File: src/rtl/marble_bit_column.sv
// Clocked column of WIDTH marble BIT cells forming a ripple binary counter.
// A marble toggles one BIT per clock and carries down while it finds 1s.
module marble_bit_column #(
  parameter int unsigned      WIDTH  = 4,
  parameter logic [WIDTH-1:0] INIT   = '0,
  parameter bit               GEARED = 1'b0,
  localparam int unsigned     PW     = (WIDTH > 1) ? $clog2(WIDTH) : 1
) (
  input  logic             i_clk,
  input  logic             i_rst_n,
  input  logic             i_left,
  input  logic             i_right,
  input  logic             i_load,
  input  logic [WIDTH-1:0] i_load_value,
  output logic             o_ready,
  output logic             o_busy,
  output logic [WIDTH-1:0] o_value,
  output logic             o_right,
  output logic             o_left,
  output logic [PW-1:0]    o_exit_stage,
  output logic             o_drop
);

  typedef enum logic {
    S_IDLE,
    S_RUN
  } state_t;

  localparam logic [WIDTH-1:0] RST_VALUE = GEARED ? {WIDTH{INIT[0]}} : INIT;
  localparam logic [PW-1:0]    LAST      = PW'(WIDTH - 1);

  state_t           state;
  logic [PW-1:0]    ptr;
  logic             arrive;
  logic             cur_bit;
  logic [WIDTH-1:0] load_next;
  logic [WIDTH-1:0] toggle_mask;

  always_comb begin
    arrive      = i_left | i_right;
    load_next   = GEARED ? {WIDTH{i_load_value[0]}} : i_load_value;
    // Geared columns turn every BIT at once; the exit side follows BIT 0.
    toggle_mask = GEARED ? '1 : (WIDTH'(1) << ptr);
    cur_bit     = GEARED ? o_value[0] : o_value[ptr];
  end

  always_comb begin
    o_ready = (state == S_IDLE);
    o_busy  = (state == S_RUN);
  end

  always_ff @(posedge i_clk or negedge i_rst_n) begin
    if (!i_rst_n) begin
      state        <= S_IDLE;
      ptr          <= '0;
      o_value      <= RST_VALUE;
      o_right      <= 1'b0;
      o_left       <= 1'b0;
      o_exit_stage <= '0;
      o_drop       <= 1'b0;
    end else begin
      o_right <= 1'b0;
      o_left  <= 1'b0;
      o_drop  <= 1'b0;
      if (i_load) begin
        o_value <= load_next;
        state   <= S_IDLE;
        ptr     <= '0;
        o_drop  <= arrive;
      end else begin
        case (state)
          S_IDLE: begin
            ptr <= '0;
            // Two simultaneous marbles: one enters, the other falls off.
            o_drop <= i_left & i_right;
            if (arrive) begin
              state <= S_RUN;
            end
          end
          S_RUN: begin
            o_drop  <= arrive;
            o_value <= o_value ^ toggle_mask;
            if (!cur_bit) begin
              o_right      <= 1'b1;
              o_exit_stage <= ptr;
              state        <= S_IDLE;
              ptr          <= '0;
            end else if (GEARED || ptr == LAST) begin
              o_left       <= 1'b1;
              o_exit_stage <= ptr;
              state        <= S_IDLE;
              ptr          <= '0;
            end else begin
              ptr <= ptr + 1'b1;
            end
          end
          default: begin
            state <= S_IDLE;
            ptr   <= '0;
          end
        endcase
      end
    end
  end

endmodule

File: config.mk
export PLATFORM = sky130hd
export DESIGN_NAME = marble_bit_column
export DESIGN_NICKNAME = d
export VERILOG_FILES = /design/src/rtl/marble_bit_column.sv
export SDC_FILE = /design/constraint.sdc
export NUM_CORES = 1
export LEC_CHECK = 0
export ABC_AREA = 1
export CAP_MARGIN = 20
export CELL_PAD_IN_SITES_DETAIL_PLACEMENT = 1
export CELL_PAD_IN_SITES_GLOBAL_PLACEMENT = 1
export CORE_MARGIN = 1
export CORE_UTILIZATION = 46
export CTS_CLUSTER_SIZE = 40
export DETAILED_ROUTE_END_ITERATION = 8
export DONT_BUFFER_PORTS = 1
export HOLD_SLACK_MARGIN = 0.08
export MAX_ROUTING_LAYER = met4
export PLACE_DENSITY = 0.75
export SYNTH_ARGS = -nofsm -noshare
export SYNTH_HDL_FRONTEND = slang
export SYNTH_SLANG_ARGS = --single-unit
File: constraint.sdc
create_clock -name i_clk -period 1.9 [get_ports i_clk]
set_clock_uncertainty 0.2 [all_clocks]
set_input_delay 0.38 -clock i_clk [delete_from_list [all_inputs] [get_ports i_clk]]
set_output_delay 0.38 -clock i_clk [all_outputs]
set_load 0.01 [all_outputs]
==> impl_metrics.json, run 1 <==
{
  "startpoint_of_the_worst_slack_reg_to_reg_timing_path": "o_busy",
  "synthesis.area_sq_um": 606,
  "global_route.usage.total_pct": 26.9,
  "clock.fmax_mhz": 554,
  "path_clk_slew_ns": 0.07,
  "finalWeightedCongestion": 0.715,
  "grt_pass1_wl_mm": 2.43,
  "antenna_cells": 0,
  "root_buffer": "sky130_fd_sc_hd__clkbuf_4",
  "setup_tns_ns": 0,
  "synth_area_per_cell_sq_um": 9.77,
  "r2r-end": "o_value[0]",
  "die-height_um": 38.3,
  "floorplan.initialDensity_pct": 51.7,
  "fin_nets": 86,
  "async_reset_ff_share_pct": 100,
  "global_route.overflow_total": 0,
  "hold_path_class": "input port to flip-flop",
  "cts_buffer_depth": 2,
  "unrepaired_setup_endpoints_after_global_routing": "false",
  "synth-adder-area-share_pct": 8.26,
  "syn_inst": 62,
  "swShare_pct": 31.3,
  "drt_iter0_drc": 7,
  "crit_path_start_kind": "input port",
  "drt_pass1_iterations": 4,
  "number_of_setup_violations_in_the_final_report": 0,
  "synth_compound_area_share_pct": 10.7,
  "setup.worst_path.start": "i_load",
  "route.final.wire_length_mm": 1.50,
  "remaining_drc_errors": 0,
  "leakagePower_nw": 0.320,
  "setup.worst_path.class": "input port to flip-flop",
  "synth_mux_area_share_pct": 0,
  "timing.max_cap.violations": 0,
  "vias_per_cell": 5.42,
  "critical-path-slowest-cell": "sky130_fd_sc_hd__dlygate4sd3_1",
  "grt_start_max_net_pins": 13,
  "worstSetupEndpointType": "flip-flop",
  "wl_per_cell_um": 17.6,
  "io_buffers": 0,
  "via_count": 461,
  "cts_tree": "yes",
  "ios": 20,
  "internal-power_mw": 0.397,
  "cts_setup_buffers": 0,
  "critPathArrivalTime_ns": 1.77,
  "outcome": "completed",
  "dominantRegCellSynth": "sky130_fd_sc_hd__dfrtp_1",
  "net-switching-power_mw": 0.181,
  "power.share.clock_pct": 27.0,
  "drive_above_1_share_pct": 15.5,
  "number_of_clock_sinks_seen_by_cts": 12,
  "die_w_um": 38.3,
  "design.core.area_sq_mm": 0.00117,
  "worst-r2r-setup-slack_ns": 0.21,
  "fraction_of_synthesized_cell_area_in_xor_and_xnor_cells_pct": 5.79,
  "synth_enable_flop_cells": 0,
  "seq_power_share_pct": 55.1,
  "core.rowCount": 12,
  "pwr_density_cell_mw_per_mm2": 813,
  "hold_slack_ns": 0.0760,
  "critical_path_peak_fanout": 5,
  "ys_types": 17,
  "period_share_pct": 95.1,
  "most-common-layout-cells": "12 x sky130_fd_sc_hd__dfrtp_1, 9 x sky130_fd_sc_hd__nand2_1, 6 x sky130_fd_sc_hd__inv_1, 6 x sky130_fd_sc_hd__dlygate4sd3_1",
  "p_comb_share_pct": 17.9,
  "vias_in_the_first_global_route": 496,
  "crit_path_max_incr_delay_ns": 0.58,
  "ant_nets": 0,
  "synth_fp_nets": 75,
  "cts.htree.levels": 1,
  "worst_path_most_repeated_cell": "sky130_fd_sc_hd__dlygate4sd3_1",
  "dpl.hpwl_um": 947,
  "fill_cells": 145,
  "finalCriticalPeriod_ns": 1.81,
  "slew_headroom_pct": 63.0,
  "slew_violations": 0,
  "clk_latency_ns": 0.27,
  "layout.cells.most_common": "sky130_fd_sc_hd__dfrtp_1",
  "reg2regPathDepth": 4,
  "die_area_sq_mm": 0.00147,
  "vdd.ir_drop.worst_uv": 482,
  "synth.yosys.seq_area_share_pct": 49.6,
  "synthSimpleGateAreaFrac_pct": 21.3,
  "critical_path_required_ns": 1.86,
  "hold_violations": 0,
  "initial_antenna_violation_count": 0,
  "areaGrowthSynthToFinish_pct": 17.4,
  "capturing_element_of_the_worst_setup_path": "o_value[0]",
  "synth-seq-cells": 12,
  "yosys_warnings": 0,
  "path_cells": "dlygate4sd3_1 > a22oi_2 > dlygate4sd3_1 > o21ai_0",
  "synth_top_family_by_area": "simple AND/OR/NAND/NOR gates",
  "cts_buffers": 3,
  "transition_at_the_pin_with_the_smallest_max_transition_slack_ns": 0.554
}
[Yosys cell counts, types with 3 or more instances]
cell                      number  share of area, %
sky130_fd_sc_hd__nand3_2       3               5.0
sky130_fd_sc_hd__inv_1         6               3.7
sky130_fd_sc_hd__xnor2_1       4               5.8
sky130_fd_sc_hd__ha_1          4               8.3
sky130_fd_sc_hd__o21ai_0       5               4.1
sky130_fd_sc_hd__nand2_1       9               5.6
sky130_fd_sc_hd__nor2_1        3               1.9
sky130_fd_sc_hd__a22oi_1       4               5.0
sky130_fd_sc_hd__nand3_1       5               4.1
sky130_fd_sc_hd__dfrtp_1      12                50
[registers in the layout, indices dropped and copies added, names as in the netlist]
register,cells
o_value,4
ptr,2
o_exit_stage,2
o_busy,1
o_left,1
o_drop,1
o_right,1
[cell families (layout without fill, tap and decap cells)]
family / after synthesis / count (layout)
AO/OA/AOI/OAI: 11 / 11
XOR/XNOR: 4 / 4
adder cells (fa/ha/maj): 4 / 4
buffers and inverters: 7 / 16
flip-flops: 12 / 12
AND/OR/NAND/NOR: 24 / 24
[stage by stage]
stage | utilization, % | power (mW) | std cells | setup WS (ns) | area [sq um]
2_1_floorplan | - | 0.383 | 62 | 0.619 | 606
3_3_place_gp | 53.2 | 0.400 | 76 | 0.550 | 623
3_5_place_dp | 53.2 | 0.403 | 76 | 0.491 | 623
4_1_cts | 60.3 | 0.571 | 85 | 0.116 | 706
5_1_grt | 60.7 | 0.608 | 85 | 0.0372 | 711
6_report | 60.7 | 0.578 | 85 | 0.0936 | 711
[critical path: cells and delay by family]
family / cells / cell delay (ns)
buffers and inverters: 2 / 1.15
AO/OA/AOI/OAI: 2 / 0.24
[power by group through the flow]
stage	logic, mW	clock network, mW	registers (mW)
floorplan	0.0674	0	0.316
global placement	0.0780	0	0.322
detailed placement	0.0810	0	0.322
CTS	0.0986	0.155	0.317
global route	0.117	0.167	0.323
finish	0.104	0.156	0.318
[routing by layer]
metal	track usage, %	up-vias	share of wire, %
met5	-	-	0
met4	10.7	0	1.9
met3	5.81	4	4.0
met2	47.9	15	52
met1	28.7	217	42
li1	-	225	-
[worst min-delay path by stage]
stage                     slack (ns)  cells past startpoint         end             from
after floorplan                -0.12                      0      o_busy          i_rst_n
after global placement         -0.12                      0  o_value[0]          i_rst_n
after detailed placement       -0.12                      0  o_value[0]          i_rst_n
after CTS                       0.08                      2  o_value[3]  i_load_value[3]
after global routing            0.10                      2  o_value[1]           i_load
final                           0.08                      2  o_value[1]           i_load
[area by class of cell]
cell class	instances	area (sq um)	share of cell area, %
clock buffers	3	22.5	3.17
inverters	7	26.3	3.70
multi-input cells	43	284	40.0
flip-flops and latches	12	300	42.3
well taps	14	17.5	2.46
repair buffers	6	60.1	8.45
[repair_timing]
item,CTS,global route
endpoints found under the setup margin,0,1
gates resized for setup,0,1
hold buffers,6,0
endpoints found under the hold margin,16,0
Note: power is estimated with default switching activity, not from simulation.
==> run 2, diff against run 1 <==
- ABC_CLOCK_PERIOD_IN_PS: default -> 1900
- CTS_CLUSTER_SIZE: 40 -> 20
==> results of run 2 <==
No change in the layout: final DEF, timing and power equal those of run 1.
==> run 3, diff against run 2 <==
- ABC_CLOCK_PERIOD_IN_PS: 1900 -> 2050
- CORE_UTILIZATION: 46 -> 42
- PLACE_DENSITY: 0.75 -> 0.7
- SLEW_MARGIN: default -> 5
- clock period: 1.9 -> 2.05 ns (I/O delays scaled with it)
==> run 3 against run 2 <==
Effect of this change:
- final area shrank 2.8%
- power shrank 1.8%
- count of clock-buffer cells in the layout grew 1
- largest power group unchanged
- final cell count shrank 1.2%
- hold slack gained 0.019 ns
- core utilization shrank 8.3 points
- clock power grew 22%
- setup slack gained 0.29 ns
- die area grew 9.0%
- first-iteration DRC count shrank 14%
- critical endpoint is now o_drop
- combinational power shrank 19%
==> impl_metrics.json, run 3 (synthesis results as in run 1) <==
{
  "outcome": "completed",
  "drt_pass1_iterations": 4,
  "hold_slack_ns": 0.0953,
  "unrepaired_setup_endpoints_after_global_routing": "false",
  "hold_path_class": "input port to flip-flop",
  "layoutNonFillerInstCount": 84,
  "postCtsResizedCells": 0,
  "ant_nets": 0,
  "vdd.ir_drop.worst_uv": 518,
  "clock.fmax_mhz": 598,
  "clk_latency_ns": 0.27,
  "critPathArrivalTime_ns": 1.67,
  "most-common-layout-cells": "12 x sky130_fd_sc_hd__dfrtp_1, 9 x sky130_fd_sc_hd__nand2_1, 6 x sky130_fd_sc_hd__inv_1",
  "cts.htree.levels": 1,
  "setup_tns_ns": 0,
  "cts_tree": "yes",
  "final_core_util_pct": 52.4,
  "floorplan.initialDensity_pct": 46.0,
  "crit_path_start_kind": "input port",
  "root_buffer": "sky130_fd_sc_hd__clkbuf_4",
  "grt_pass1_wl_mm": 2.01,
  "slew_violations": 0,
  "design.core.area_sq_mm": 0.00132,
  "areaGrowthSynthToFinish_pct": 14.0,
  "crit_path_max_incr_delay_ns": 0.55,
  "initial_antenna_violation_count": 0,
  "post-place-cells": 77,
  "critical_path_peak_fanout": 3,
  "grt_start_max_net_pins": 13,
  "number_of_clock_sinks_seen_by_cts": 12,
  "detailroute.wirelength.met2_um": 623,
  "via_count": 455,
  "critPathTopFamily": "buffers and inverters",
  "critical_path_required_ns": 2.05,
  "timing.max_cap.violations": 0,
  "fin_nets": 83,
  "path_clk_slew_ns": 0.08,
  "wl_per_cell_um": 15.5,
  "vias_in_the_first_global_route": 457,
  "number_of_setup_violations_in_the_final_report": 0,
  "layout.cells.most_common": "sky130_fd_sc_hd__dfrtp_1",
  "global_route.usage.total_pct": 20.9,
  "io_buffers": 0,
  "vias_per_cell": 5.42,
  "pwr_density_cell_mw_per_mm2": 822,
  "global_route.overflow_total": 0,
  "setup.worst_path.class": "input port to flip-flop",
  "path_cells": "dlygate4sd3_1 > nand2_1 > dlygate4sd3_1 > a21oi_1",
  "critical_path_buf_inv_count": 2,
  "top_register": "o_value",
  "hold_violations": 0,
  "critical-path-slowest-cell": "sky130_fd_sc_hd__dlygate4sd3_1",
  "drt_iter0_drc": 6,
  "m1WireLength_um": 623,
  "worstSetupEndpointType": "flip-flop",
  "die-height_um": 40.0,
  "core.rowCount": 13,
  "remaining_drc_errors": 0,
  "finalWeightedCongestion": 0.789,
  "die_area_sq_mm": 0.00160,
  "largest_register_ffs": 4,
  "period_share_pct": 81.5,
  "route.final.wire_length_mm": 1.30,
  "cts_buffer_depth": 2,
  "ios": 20,
  "met3RoutedLength_um": 39,
  "finalCriticalPeriod_ns": 1.67,
  "antenna_cells": 0,
  "leakagePower_nw": 0.315,
  "worst_path_most_repeated_cell": "sky130_fd_sc_hd__dlygate4sd3_1",
  "drive_above_1_share_pct": 15.9,
  "biggest_regs": "o_value (4), o_exit_stage (2), ptr (2)",
  "dpl.hpwl_um": 954,
  "top_signal_layer_used": "met4",
  "cts_buffers": 3,
  "slew_headroom_pct": 62.2,
  "transition_at_the_pin_with_the_smallest_max_transition_slack_ns": 0.565,
  "die_w_um": 40.0,
  "fill_cells": 157
}
## run 3: layout make-up
| type | instances | area, sq um | area share [%] |
|---|---|---|---|
| inverters | 7 | 26.3 | 3.80 |
| repair buffers | 3 | 30.0 | 4.35 |
| well taps | 15 | 18.8 | 2.72 |
| multi-input cells | 43 | 279 | 40.4 |
| clock buffers | 4 | 36.3 | 5.25 |
| flip-flops and latches | 12 | 300 | 43.5 |
## run 3: worst register-to-register path, cell delays in order, from the launching register on
cell and delay, ns:
sky130_fd_sc_hd__dfrtp_1 0.47, sky130_fd_sc_hd__ha_1 0.29, sky130_fd_sc_hd__inv_1 0.10, sky130_fd_sc_hd__nand3_2 0.10, sky130_fd_sc_hd__nor3_1 0.22
## run 3: final timing paths
path | start | to | slack, ns | cells past startpoint
worst max-delay path | i_right | o_drop | 0.38 | 4
worst min-delay path | i_left | o_drop | 0.1 | 2
worst max register to register | ptr[0] | ptr[0] | 0.58 | 4
worst min register to register | o_exit_stage[0] | o_exit_stage[0] | 0.38 | 2
max in group asynchronous | i_rst_n | o_value[2] | 0.91 | 1
min in group asynchronous | i_rst_n | o_value[3] | 0.36 | 1
## run 3: per-layer routing
layer	global-route usage (%)	up-vias
li1	-	223
met1	26.0	221
met2	31.0	9
met3	3.89	2
met4	12.9	0
met5	-	-
## run 3: where the power goes
group	leakage (nW)	switching (mW)	total, mW	internal, mW
registers	0.156	0.0345	0.293	0.259
logic	0.138	0.0491	0.0843	0.0353
clock network	0.0210	0.0824	0.190	0.108
## run 3: stage by stage
step / worst slack [ns] / area, sq um / power (mW)
CTS: 0.400 / 691 / 0.573
detailed placement: 0.642 / 624 / 0.373
global placement: 0.699 / 624 / 0.370
floorplan: 0.769 / 606 / 0.355
finish: 0.379 / 691 / 0.568
global route: 0.353 / 691 / 0.594
## run 3: what timing repair did
| action | CTS | global route |
|---|---|---|
| hold buffers | 3 | 0 |
| hold endpoints to repair | 13 | 0 |
| setup buffers | 0 | 0 |
